<file path="config.mk">
export PLATFORM = sky130hd
export DESIGN_NAME = alu_issue_stage
export DESIGN_NICKNAME = d
export VERILOG_FILES = /design/src/rtl/alu_pkg.sv /design/src/rtl/alu_op_decode.sv /design/src/rtl/alu_issue_stage.sv
export SDC_FILE = /design/constraint.sdc
export NUM_CORES = 1
export LEC_CHECK = 0
export CORE_MARGIN = 1
export CORE_UTILIZATION = 41
export DETAILED_ROUTE_END_ITERATION = 16
export MAX_ROUTING_LAYER = met4
export PLACE_DENSITY_LB_ADDON = 0.2
export RECOVER_POWER = 25
export SLEW_MARGIN = 20
export SYNTH_ARGS = -nofsm -noshare
export SYNTH_HDL_FRONTEND = slang
export SYNTH_SLANG_ARGS = --single-unit
export TNS_END_PERCENT = 20
</file>
<file path="constraint.sdc">
create_clock -name clk -period 6.46 [get_ports clk]
set_clock_uncertainty 0.15 [all_clocks]
set_input_delay 1.292 -clock clk [delete_from_list [all_inputs] [get_ports clk]]
set_output_delay 1.292 -clock clk [all_outputs]
set_load 0.005 [all_outputs]
</file>
<file path="src/rtl/alu_pkg.sv">
// Shared constants for the RV32I ALU issue path: ALU op codes, the two
// decoded opcode classes, the funct7 variants and the error codes.
package alu_pkg;

    // ALU op codes, OP-IMM class first, then OP class
    localparam logic [5:0] ALU_ADDI  = 6'd0;
    localparam logic [5:0] ALU_SLTI  = 6'd1;
    localparam logic [5:0] ALU_SLTIU = 6'd2;
    localparam logic [5:0] ALU_XORI  = 6'd3;
    localparam logic [5:0] ALU_ORI   = 6'd4;
    localparam logic [5:0] ALU_ANDI  = 6'd5;
    localparam logic [5:0] ALU_SLLI  = 6'd6;
    localparam logic [5:0] ALU_SRLI  = 6'd7;
    localparam logic [5:0] ALU_SRAI  = 6'd8;
    localparam logic [5:0] ALU_ADD   = 6'd9;
    localparam logic [5:0] ALU_SUB   = 6'd10;
    localparam logic [5:0] ALU_SLL   = 6'd11;
    localparam logic [5:0] ALU_SLT   = 6'd12;
    localparam logic [5:0] ALU_SLTU  = 6'd13;
    localparam logic [5:0] ALU_XOR   = 6'd14;
    localparam logic [5:0] ALU_SRL   = 6'd15;
    localparam logic [5:0] ALU_SRA   = 6'd16;
    localparam logic [5:0] ALU_OR    = 6'd17;
    localparam logic [5:0] ALU_AND   = 6'd18;

    // Major opcodes handled by this stage
    localparam logic [6:0] OPC_OPIMM = 7'h13;
    localparam logic [6:0] OPC_OP    = 7'h33;

    // funct7 variants: base encoding and the SUB/SRA/SRAI alternate
    localparam logic [6:0] F7_BASE   = 7'b0000000;
    localparam logic [6:0] F7_ALT    = 7'b0100000;

    // Error codes reported alongside an issued bundle
    localparam logic [31:0] ERR_NONE    = 32'd0;
    localparam logic [31:0] ERR_ILLEGAL = 32'd1;

endpackage

</file>
<file path="src/rtl/alu_op_decode.sv">
// Purely combinational decoder: opcode/funct3/funct7 to ALU op code,
// immediate-operand select and an illegal flag. An illegal encoding
// always reports op 0 with the register operand selected.
module alu_op_decode
    import alu_pkg::*;
(
    input  logic [6:0] opcode,
    input  logic [2:0] funct3,
    input  logic [6:0] funct7,
    output logic [5:0] alu_op,
    output logic       use_imm,
    output logic       illegal
);

    // Decode the two supported classes; anything unmatched stays illegal
    always_comb begin
        alu_op  = ALU_ADDI;
        use_imm = 1'b0;
        illegal = 1'b1;
        if (opcode == OPC_OPIMM) begin
            use_imm = 1'b1;
            illegal = 1'b0;
            case (funct3)
                3'b000: alu_op = ALU_ADDI;
                3'b010: alu_op = ALU_SLTI;
                3'b011: alu_op = ALU_SLTIU;
                3'b100: alu_op = ALU_XORI;
                3'b110: alu_op = ALU_ORI;
                3'b111: alu_op = ALU_ANDI;
                3'b001: begin
                    if (funct7 == F7_BASE) alu_op = ALU_SLLI;
                    else                   illegal = 1'b1;
                end
                3'b101: begin
                    if      (funct7 == F7_BASE) alu_op = ALU_SRLI;
                    else if (funct7 == F7_ALT)  alu_op = ALU_SRAI;
                    else                        illegal = 1'b1;
                end
            endcase
        end else if (opcode == OPC_OP) begin
            if (funct7 == F7_BASE) begin
                illegal = 1'b0;
                case (funct3)
                    3'b000: alu_op = ALU_ADD;
                    3'b001: alu_op = ALU_SLL;
                    3'b010: alu_op = ALU_SLT;
                    3'b011: alu_op = ALU_SLTU;
                    3'b100: alu_op = ALU_XOR;
                    3'b101: alu_op = ALU_SRL;
                    3'b110: alu_op = ALU_OR;
                    3'b111: alu_op = ALU_AND;
                endcase
            end else if (funct7 == F7_ALT) begin
                case (funct3)
                    3'b000: begin
                        alu_op  = ALU_SUB;
                        illegal = 1'b0;
                    end
                    3'b101: begin
                        alu_op  = ALU_SRA;
                        illegal = 1'b0;
                    end
                    default: illegal = 1'b1;
                endcase
            end
        end
        if (illegal) begin
            alu_op  = ALU_ADDI;
            use_imm = 1'b0;
        end
    end

endmodule

</file>
<file path="src/rtl/alu_issue_stage.sv">
// Decode/issue stage in front of the combinational ALU. Decodes OP-IMM
// and OP instructions, reads operands with write-back bypass and holds
// the issued bundle in a single output register.
//
// Handshake (both sides): a beat moves when valid && ready in the same
// cycle; valid never depends on ready; while out_valid && !out_ready the
// output register is frozen. in_ready = !out_valid || out_ready, so a
// consume and an accept in one cycle replace the bundle without a bubble.
module alu_issue_stage
    import alu_pkg::*;
#(
    parameter int              XLEN         = 32,
    parameter logic [XLEN-1:0] ILLEGAL_CODE = XLEN'(ERR_ILLEGAL)
) (
    input  logic            clk,
    input  logic            reset,
    input  logic            flush,
    input  logic            in_valid,
    output logic            in_ready,
    input  logic [31:0]     in_instr,
    output logic [4:0]      rs1_addr,
    output logic [4:0]      rs2_addr,
    input  logic [XLEN-1:0] rs1_rdata,
    input  logic [XLEN-1:0] rs2_rdata,
    input  logic            wb_we,
    input  logic [4:0]      wb_rd,
    input  logic [XLEN-1:0] wb_data,
    output logic            out_valid,
    input  logic            out_ready,
    output logic [5:0]      alu_op,
    output logic [XLEN-1:0] alu_in1,
    output logic [XLEN-1:0] alu_in2,
    output logic [4:0]      alu_shamt,
    output logic [4:0]      rd,
    output logic            rd_we,
    output logic            illegal,
    output logic [XLEN-1:0] err_code
);

    logic [5:0]      dec_op;
    logic            dec_use_imm;
    logic            dec_illegal;
    logic [XLEN-1:0] rs1_val;
    logic [XLEN-1:0] rs2_val;
    logic [XLEN-1:0] imm_val;
    logic [XLEN-1:0] in2_val;
    logic            accept;

    assign rs1_addr = in_instr[19:15];
    assign rs2_addr = in_instr[24:20];
    assign in_ready = !out_valid || out_ready;
    assign accept   = in_valid && in_ready;
    assign imm_val  = {{(XLEN-12){in_instr[31]}}, in_instr[31:20]};

    alu_op_decode u_decode (
        .opcode  (in_instr[6:0]),
        .funct3  (in_instr[14:12]),
        .funct7  (in_instr[31:25]),
        .alu_op  (dec_op),
        .use_imm (dec_use_imm),
        .illegal (dec_illegal)
    );

    // Operand read: x0 reads zero, a same-cycle write-back wins over the register file
    always_comb begin
        rs1_val = rs1_rdata;
        rs2_val = rs2_rdata;
        if (rs1_addr == 5'd0)
            rs1_val = '0;
        else if (wb_we && wb_rd == rs1_addr)
            rs1_val = wb_data;
        if (rs2_addr == 5'd0)
            rs2_val = '0;
        else if (wb_we && wb_rd == rs2_addr)
            rs2_val = wb_data;
        in2_val = dec_use_imm ? imm_val : rs2_val;
    end

    // Output register: reset beats flush, flush beats a transfer, an idle consume empties it
    always_ff @(posedge clk) begin
        if (reset) begin
            out_valid <= 1'b0;
            alu_op    <= '0;
            alu_in1   <= '0;
            alu_in2   <= '0;
            alu_shamt <= '0;
            rd        <= '0;
            rd_we     <= 1'b0;
            illegal   <= 1'b0;
            err_code  <= '0;
        end else if (flush) begin
            out_valid <= 1'b0;
        end else if (accept) begin
            out_valid <= 1'b1;
            alu_op    <= dec_op;
            alu_in1   <= rs1_val;
            alu_in2   <= in2_val;
            alu_shamt <= in_instr[24:20];
            rd        <= in_instr[11:7];
            rd_we     <= !dec_illegal && (in_instr[11:7] != 5'd0);
            illegal   <= dec_illegal;
            err_code  <= dec_illegal ? ILLEGAL_CODE : '0;
        end else if (out_ready) begin
            out_valid <= 1'b0;
        end
    end

endmodule
</file>
# == After elaboration in Yosys (flattened, before gate mapping) ==
# Memories as Yosys holds them, arrays and structs flattened.
# Index checks and enable logic that the tools add are counted.
# Widths: inputs -> output; s select.
# word_totals
inputBits,139
mem_bits_ro,40
n_memories,1
regBits,115
wordCells,68
out_inout_bits,126
# memory_table
memory,words,width,rd,rd_clocked_by_memory_dff,wr,line,source
(name not given),8,5,1,0,0,alu_op_decode.sv:43,case (funct3)
# classes
bitwise_logic,1
n_reduce_logical,16
mux,29
n_eq_ne,12
# op_table
op,n
$mux 32,5
$pmux 6 s8,1
$mux 6,6
$eq 7x6->1 const B,2
$mux 1,13
$eq 3x3->1 const B,4
$eq 5x5->1,2
$logic_not 5->1,2
$pmux 5 s2,1
$eq 7x5->1 const B,1
$logic_not 7->1,1
$eq 3x2->1 const B,2
$reduce_bool 5->1,1
$logic_and 1x1->1,4
$mux 4,1
$reduce_or 2->1,2
$eq 3x1->1 const B,1
$logic_not 3->1,1
$mux 3,1
$logic_not 1->1,2
$pmux 1 s2,1
$reduce_and 2->1,1
$reduce_bool 2->1,1
$logic_or 1x1->1,1
$not 1->1,1

# == Depth between registers and ports, before layout ==
# depth
ltp_word,9
depth_mapped,8
depth_no_buf,7

# == Hierarchy ==
# A second synthesis with hierarchy kept.
# hier_totals
cells_unflattened,535
area_unflattened_um2,4486.8
# by_module_without_submodules
mod,n_inst,cells_per_inst,area_each_um2,seq_area_each_um2
alu_issue_stage,1,475,4022.6,1661.6
alu_op_decode,1,60,464.2,0.0

# == Worst setup path after synthesis ==
# Ideal clock, no wire load.
# synth_path
kind,input port to flip-flop
startpoint,input in_instr[29]
endpoint,register alu_in2[14]
arrival_time_ps,2658
setup_slack_ps,3511
stages,6
n_path_buf,1
cell_sequence,nor4_4 a31oi_4 o22a_4 o31ai_4 buf_6 a211oi_1
# synth_via
elab_chain_len,7
elab_cells_between_ends,12
cone_classes,eq/ne: 1; mux: 10; reduce/logical: 1
# synth_rtl
element,line,source
start: declaration,alu_issue_stage.sv:20,"input logic [31:0] in_instr,"
$eq 7x6->1,"alu_op_decode.sv:36, alu_op_decode.sv:53",
$mux 1 (on tied branches),"alu_op_decode.sv:36, alu_op_decode.sv:53",
$mux 1 (on tied branches),"alu_op_decode.sv:35, alu_op_decode.sv:41",
$pmux 1 s2 or $mux 1 (tied branches),"alu_op_decode.sv:23, alu_op_decode.sv:40",
$mux 1 (*),alu_op_decode.sv:20,if (opcode == OPC_OPIMM) begin
$mux 1 (*),alu_op_decode.sv:67,if (illegal) begin
$mux 32 (*),alu_issue_stage.sv:76,in2_val = dec_use_imm ? imm_val : rs2_val;
end signal: assignment,alu_issue_stage.sv:97,alu_in2 <= in2_val;
end: declaration,alu_issue_stage.sv:32,"output logic [XLEN-1:0] alu_in2,"
# Mark *: on every way between the ends. The rest lies on a longest branch, timed or not.
# A chain may end at the register's enable or synchronous reset.

# == Worst setup path in the final report ==
# layout_path
startpoint,input in_instr[15]
endpoint,output rs1_addr[0]
# layout_rtl
element,line,source
end: declaration,alu_issue_stage.sv:21,"output logic [4:0] rs1_addr,"
# No word-level cell between the ends.

==> metrics <==
Worst Setup Path Type=primary input to output pin; overall routed net length=14,100 microns; CP most frequent cell=clkdlybuf4s50_1; TritonCTS Sinks=82; ys flop type=dfxtp_1; crit end category=output pin; final non-filler cell total=848; CP arrival=2510 ps; cell family with most CP delay=buffers and inverters; status=finished, final reports clean; Synth Area in Compound Gates=18.6%; Post-synth EDFFs=0; Max Fanout on Critical Path=3; router iterations before antenna repair=5; Remaining DRCs=0; simple-gate share of the synthesized area=14.1%; Synth Warn #=0; post-CTS resize count=0; share of layout cells above drive strength 1=5.90%; clk slew on worst S/H paths=90 ps; Bufs and invs on worst path=2; final worst setup slack=2510 ps; Starting Density=42.6%; CORE AREA=0.0104 sq mm; postcts setup bufs=0; H-tree depth=3; dpl cells=832; vias=4,300; Detail Placement HPWL=10,900 microns; cts hold-fix bufs=0; unrepaired setup endpoints after global routing=false; # nets final=853; largest net degree at the start of global routing=33; Root Driver=clkbuf_8; hold slack=305 ps; post-synthesis adder-cell area fraction=1.98%; Post-Syn Area=0.00442 sq mm; CTS tree=built; largest family of logic cells by synthesized area=compound AO/OA/AOI/OAI gates; Setup TNS=0 ps; post-synth cell types=45; GR Overflow Total=0; worst vdd ir=0.103 mV; Synth async-reset ratio=0%; P_leak=2.49 nW; Cell Area, Placed=0.00659 sq mm; Port Buffers=232; DRT iter0 DRCs=208; die width=106 microns; pwr dens=172 mW/mm^2; WP data required=5020 ps; HP Class=register to register; XOR/XNOR Fraction of Synth Area=1.98%; period utilization=61.2%; startpoint types=primary input; wire per inst=16.6 microns; Place WS=2230 ps; MaxCap Viol Count=0; total I/O pin count=265; die height=106 microns; Final Util=65.3%; Mapped Avg Cell Area=8.77 sq um; CP max stage cell=clkdlybuf4s50_1; number of diodes=0; Gate Count Post-Synth=504; worst skew pair latency=350 ps; final setup violation count=0; vias in the first global route=4,087; routed vias/inst=5.07; TritonCTS Buffers=9; fmax=253 MHz; Final Critical Period=3950 ps; first-pass GRT wire length=21,700 microns; Design Area, Final=0.00677 sq mm; Final ANT Viol Nets=0; slew margin rel.=30.8%; number of core rows=37; Final Wtd Congestion=0.919; P&R area growth vs syn=53.2%; initial antenna violation count=0; slowest stage delay, CP=650 ps; worst-margin pin slew=1040 ps; crit-path cells=clkdlybuf4s50_1 -> clkdlybuf4s50_1; multiplexer area fraction after synthesis=14.7%; post-synthesis register bit count=82; sequential cell area fraction in the yosys report=37.1%; die area=0.0112 sq mm; final hold vios=0; Slew Limit Fails=0; total power=1.16 mW; Global Route Usage Sum=25.6%; Longest Clk Path Bufs=2
## synthesized netlist by cell type, drive strengths merged (4+ instances only)
cell	count	area, sq um
buf	55	409
nor2	33	124
ha	7	87.6
nand2	70	263
and3	6	38.8
a211oi	32	255
mux2i	64	641
o21ai	43	215
clkbuf	19	71.3
a21oi	25	125
o22ai	5	31.3
dfxtp	82	1640
xor2	8	70.1
inv	6	22.5
nor4	5	46.3
o31ai	4	43.8
o31a	5	50.1
## final timing paths
check | from | endpoint | slack (ps) | cells after the start
hold reg to reg | alu_in1[8]$_SDFFE_PP0P_ | alu_in1[8]$_SDFFE_PP0P_ | 310 | 2
hold / removal | alu_in1[8]$_SDFFE_PP0P_ | alu_in1[8]$_SDFFE_PP0P_ | 310 | 2
setup reg to reg | out_valid$_SDFFE_PP0P_ | alu_in2[29]$_SDFFE_PP0P_ | 4010 | 5
setup / recovery | in_instr[15] | rs1_addr[0] | 2510 | 2
## area by class of cell
cell class                 instances  area [sq um]
clock inverter                     7          58.8
fill                             856          3600
timing repair buffer             235          2340
sequential                        82          1640
multi-input combinational        373          2410
clock buffer                       9           124
tap                              136           170
inverter                           6          22.5
## cell families after synthesis
kind of cell               count (synthesis)
other                                      1
buffers and inverters                     80
DFF                                       82
xor gates and xnor gates                  10
muxes                                     65
AOI/OAI and AO/OA                        123
adders and majority gates                  7
and+or+nand+nor                          136
## metal layers
metal,routed length (microns),vias to the layer above,global-route usage [%]
met5,0,-,-
met2,7270,156,45.2
li1,-,2121,-
met4,259,0,8.73
met3,773,18,4.02
met1,5780,2005,29.2
## sequential cells by signal (all words and copies together), names as in the netlist
signal and count:
rd_we 1, alu_shamt 5, out_valid 1, rd 5
alu_in1 32, alu_op 5, illegal 1, alu_in2 32
## layout by cell type (no fill, tap or decap), types with 6 or more instances in the layout
master and count:
clkdlybuf4s50_1 188, dfxtp_1 82, nand2_1 70, mux2i_1 64, dlygate4sd3_1 44, o21ai_0 42
conb_1 32, nor2_1 31, a211oi_1 29, a21oi_1 25, clkbuf_8 9, xor2_1 8
ha_1 7, inv_1 6
## power breakdown
| part | total (mW) | internal, mW | switching (mW) |
|---|---|---|---|
| sequential | 0.546 | 0.532 | 0.0137 |
| combinational | 0.264 | 0.157 | 0.107 |
| clock | 0.352 | 0.146 | 0.205 |
| total | 1.16 | 0.836 | 0.326 |
No activity file was read; power rests on OpenSTA's default activity.
==> RTL edit 1: new RTL, same settings <==
Reset style: asynchronous (`reset`), changed in one clocked block.
--- a/src/rtl/alu_issue_stage.sv
+++ b/src/rtl/alu_issue_stage.sv
@@ -77,7 +77,7 @@
     end
 
     // Output register: reset beats flush, flush beats a transfer, an idle consume empties it
-    always_ff @(posedge clk) begin
+    always_ff @(posedge clk or posedge reset) begin
         if (reset) begin
             out_valid <= 1'b0;
             alu_op    <= '0;
Behaviour: differs if reset is asserted again (counterexample within 4 cycles, from zero or initial values and one cycle with reset high); with reset held inactive, the same outputs for 4 cycles.
==> RTL edit 1 against the unedited design <==
- routed wire length up 1.9%
- sequential power up 14%
- fmax down 3.8%
- clock power up 22%
- worst setup slack worse by 150 ps
- register-to-register slack worse by 120 ps
- non-clock buffer count up 2
- area after synthesis up 4.0%
- final cell count down 2.9%
- design area up 3.9%
- power up 26%
- sequential cell count unchanged
- via count down 1.8%
- critical path type unchanged
- largest cell class is now buffers
- largest power group unchanged
- highest routed layer unchanged
==> RTL edit 1: results (changes against the unedited design) <==
Final layout
  • Non-clock inverter count in the final layout: 7 (+1)
  • Signal buffers: 237 (+0.85%)
  • Clock Buffer Count: 11 (+2)
  • Total number of multi-input combinational cells: 341 (-8.6%)
  • Storage cell area: 0.002052 mm2 (+25%)
  • Count of fill cells added during filler insertion: 939 (+9.7%)
  • Non-filler instance count after layout: 823 (-2.9%)
  • Share of layout cells above drive strength 1: 4.978% (-0.92 points)
  • Multi-input combinational area share: 31.15% (-4.5 points)

Global route
  • First-pass GRT wire length: 21650 um (-0.32%)
  • Maximum number of pins on one net before global-route repair: 83 (+150%)
  • GR Util All Layers: 25.49% (-0.065 points)

Synth
  • Top-count cell post-synth: sky130_fd_sc_hd__nand2_1
  • Largest cells by area after synthesis: sky130_fd_sc_hd__dfrtp_1 (45%), sky130_fd_sc_hd__mux2i_1 (14%), sky130_fd_sc_hd__nand2_1 (7.6%)
  • Most common flop cell mapped by yosys: sky130_fd_sc_hd__dfrtp_1
  • Post-synth top cells: sky130_fd_sc_hd__nand2_1 (93), sky130_fd_sc_hd__dfrtp_1 (82), sky130_fd_sc_hd__mux2i_1 (66)
  • Synth Instances: 471 (-6.5%)

Placed design
  • # placed instances: 807 (-3.0%)
  • Final HPWL DP: 10570 um (-3.2%)
  • Area after detailed placement: 0.006807 mm2 (+3.3%)

STA
  • Worst slew margin: 25.52% (-5.3 points)
  • Hold_ws: 328.5 ps (+23.25 ps)
  • Post-route fraction of the period consumed by the critical path: 63.56% (+2.4 points)

Routing
  • Wire length after detailed routing: 14340 um (+1.9%)
  • Overall via count from detail_route: 4221 (-1.8%)

Status
  • Status: finished clean

Floorplanning
  • Die area: 0.01164 mm2 (+3.9%)

Worst setup path
  • Endpoint arrival time on the critical path: 2660 ps (+150 ps)
[RTL edit 1: cell types whose count changed in the layout (fill, tap and decap cells not counted), moves of 23 or more]
cell / delta
sky130_fd_sc_hd__a211oi_1: -29
sky130_fd_sc_hd__a21oi_1: -23
sky130_fd_sc_hd__clkdlybuf4s50_1: +42
sky130_fd_sc_hd__dfrtp_1: +82
sky130_fd_sc_hd__dfxtp_1: -82
sky130_fd_sc_hd__dlygate4sd3_1: -42
sky130_fd_sc_hd__nand2_1: +23
sky130_fd_sc_hd__nor2_1: -24
[RTL edit 1: power by group]
group          internal [mW]  leakage, nW  switching, mW
Combinational          0.253         1.73          0.157
Sequential             0.584         1.03         0.0411
Clock                  0.231        0.114          0.198
Total                   1.07         2.87          0.396
[RTL edit 1: logic make-up (layout without fill, tap and decap cells)]
logic type	after synthesis	in the layout	share of synthesized area, %
AND/OR/NAND/NOR	130	130	13.31
AO/OA/AOI/OAI	96	96	13.45
flip-flops	82	82	44.64
buffers and inverters	79	260	10.34
multiplexers	66	66	14.37
XOR/XNOR	10	10	1.905
adder cells (fa/ha/maj)	7	7	1.905
other	1	32	0.08158
[RTL edit 1: worst paths after layout]
| path | depth (start not counted) | startpoint | endpoint |
|---|---|---|---|
| worst min register to register | 2 | rd[0] | rd[0] |
| worst min-delay path | 2 | rd[0] | rd[0] |
| min in group asynchronous | 3 | reset | alu_in1[21] |
| max in group asynchronous | 3 | reset | alu_in2[11] |
| worst max-delay path | 4 | out_ready | in_ready |
| worst max register to register | 6 | out_valid | alu_in2[26] |
[RTL edit 1: layer usage]
layer / up-vias / wire (um) / track usage (%)
met5: - / 0 / -
met4: 0 / 429 / 11.15
li1: 1973 / - / -
met3: 31 / 922 / 4.903
met1: 2014 / 5882 / 30.16
met2: 203 / 7105 / 42.26
==> RTL edit 2: new RTL, config.mk and constraints unchanged <==
Without the edit above. `XLEN`: 32 -> 28.
--- a/src/rtl/alu_issue_stage.sv
+++ b/src/rtl/alu_issue_stage.sv
@@ -9,7 +9,7 @@
 module alu_issue_stage
     import alu_pkg::*;
 #(
-    parameter int              XLEN         = 32,
+    parameter int              XLEN         = 28,
     parameter logic [XLEN-1:0] ILLEGAL_CODE = XLEN'(ERR_ILLEGAL)
 ) (
     input  logic            clk,
Ports: changed (6 resized); port bits go from 265 to 241. No check against the original RTL was run, so the function may have changed too.
==> RTL edit 2 against the unedited design <==
- clock power up 27%
- area after synthesis shrank 7.8%
- sequential power shrank 9.7%
- sequential cell count fell by 8
- worst setup slack worse by 110 ps
- combinational power fell by 5%
- critical path type unchanged
- design area is 6.1% lower
- critical endpoint is now in_ready
- routed wire length is 11% lower
- power rose by 2.6%
==> RTL edit 2: results (changes against the unedited design) <==
Placed design
  • Final HPWL DP: 9742 um (-11%)
  • Number of buffers added on ports: 212 (-8.6%)
  • Gpl congestion: 0.8276 (-9.9%)
  • Area after detailed placement: 0.006103 mm2 (-7.4%)

Worst setup path
  • Slowest cell delay on critical path: 540 ps (-110 ps)
  • Endpoint arrival time on the critical path: 2620 ps (+110 ps)
  • Number of cells on the worst reg-to-reg path: 6 (+1)
  • Standard cell with the maximum stage delay on the critical path: sky130_fd_sc_hd__dlygate4sd3_1

Routing
  • Overall via count from detail_route: 4148 (-3.5%)
  • Wire length after detailed routing: 12570 um (-11%)

Synth
  • Post-synth top cells: sky130_fd_sc_hd__nand2_1 (94), sky130_fd_sc_hd__dfxtp_1 (74), sky130_fd_sc_hd__buf_4 (39)
  • Sequential-to-total area share from yosys stat: 36.35% (-0.77 points)
  • Largest cells by area after synthesis: sky130_fd_sc_hd__dfxtp_1 (36%), sky130_fd_sc_hd__mux2i_1 (9.3%), sky130_fd_sc_hd__nand2_1 (8.7%)

Final layout
  • Share of layout cells above drive strength 1: 6.775% (+0.88 points)
  • Final net count: 808 (-5.3%)
  • Largest registers: alu_in1 x28, alu_in2 x28
  • Count of fill cells added during filler insertion: 870 (+1.6%)

Status
  • Status: finished clean

Power
  • Leakage power: 2.439 nW (-2.1%)
  • Peak supply drop: 0.1189 mV (+15%)

Clocking
  • CTS clock-pin slew for the worst setup and hold paths: 80 ps

Global route
  • Maximum number of pins on one net before global-route repair: 46 (+39%)
  • GR Util All Layers: 24.92% (-0.64 points)
  • Vias in the first global route: 3864 (-5.5%)
  • First-pass GRT wire length: 18890 um (-13%)

STA
  • Worst slew margin: 12.72% (-18 points)
==> RTL edit 2: cell types whose count changed in the layout (fill, tap and decap cells not counted), sizes merged, moves of 5 or more <==
cell           before  now
nand2              70   94
a211oi             32    6
a311oi              0   17
o21ai              43   36
o31a                5    0
mux2i              64   38
a31oi               1    8
dfxtp              82   74
and3                6    1
a211o               0    6
clkdlybuf4s50     188  182
o22ai               5    0
dlygate4sd3        44   30
==> RTL edit 2: metrics by stage <==
step | hold WS, ps | setup slack [ps] | power, mW | instances | util [%]
6_report | 298.5 | 2396 | 1.193 | 812 | 65.66
5_1_grt | 319.5 | 2200 | 1.244 | 812 | 65.66
2_1_floorplan | 298.3 | 3300 | 0.6109 | 513 | -
3_3_place_gp | 284.3 | 2307 | 0.7537 | 796 | 63.02
4_1_cts | 303.5 | 2505 | 1.208 | 812 | 65.62
3_5_place_dp | 293.4 | 2203 | 0.7592 | 796 | 63.02
==> RTL edit 2: layout make-up <==
cell class                      count  area (um2)  share of cell area (%)
Sequential cell                    74        1481                   23.30
Clock inverter                      5       100.1                   1.574
Multi-Input combinational cell    366        2281                   35.87
Clock buffer                       11       151.4                   2.381
Timing Repair Buffer              217        2156                   33.90
Inverter                            6       22.52                  0.3542
Tap cell                          133       166.4                   2.617
==> RTL edit 2: path summary, 6_finish.rpt <==
kind	from	to	slack, ps
setup / recovery	out_ready	in_ready	2400
hold / removal	alu_op[3]	alu_op[3]	300
setup reg to reg	out_valid	alu_in2[25]	3540
hold reg to reg	alu_op[3]	alu_op[3]	300
==> RTL edit 2: logic make-up (layout without fill, tap and decap cells) <==
kind of cell / Yosys count / after routing / share of synthesized area (%)
adder cells (fa/ha/maj): 7 / 7 / 2.149
other: 1 / 28 / 0.09202
AO/OA/AOI/OAI: 118 / 118 / 20.97
multiplexers: 40 / 40 / 9.886
flip-flops: 74 / 74 / 36.35
AND/OR/NAND/NOR: 163 / 163 / 17.62
XOR/XNOR: 10 / 10 / 2.149
buffers and inverters: 73 / 239 / 10.78
==> RTL edit 2: power by group <==
| part | switching (mW) | total, mW | internal, mW | leakage (nW) |
|---|---|---|---|---|
| sequential | 0.0124 | 0.493 | 0.480 | 0.606 |
| combinational | 0.104 | 0.252 | 0.148 | 1.70 |
| clock | 0.171 | 0.448 | 0.276 | 0.129 |
| total | 0.288 | 1.19 | 0.905 | 2.44 |
==> RTL edit 2: metal layers <==
layer	global-route usage, %	up-vias	wire length (um)
met2	42.93	174	6192
met5	-	-	0
met3	5.245	22	947
li1	-	2031	-
met1	27.49	1921	5088
met4	11.26	0	340
==> RTL edit 2: tightest hold or removal path: stages, from the launching register on <==
cell                      delay (ps)
sky130_fd_sc_hd__dfxtp_1         310
sky130_fd_sc_hd__nand2_1          50
sky130_fd_sc_hd__a21oi_1          50
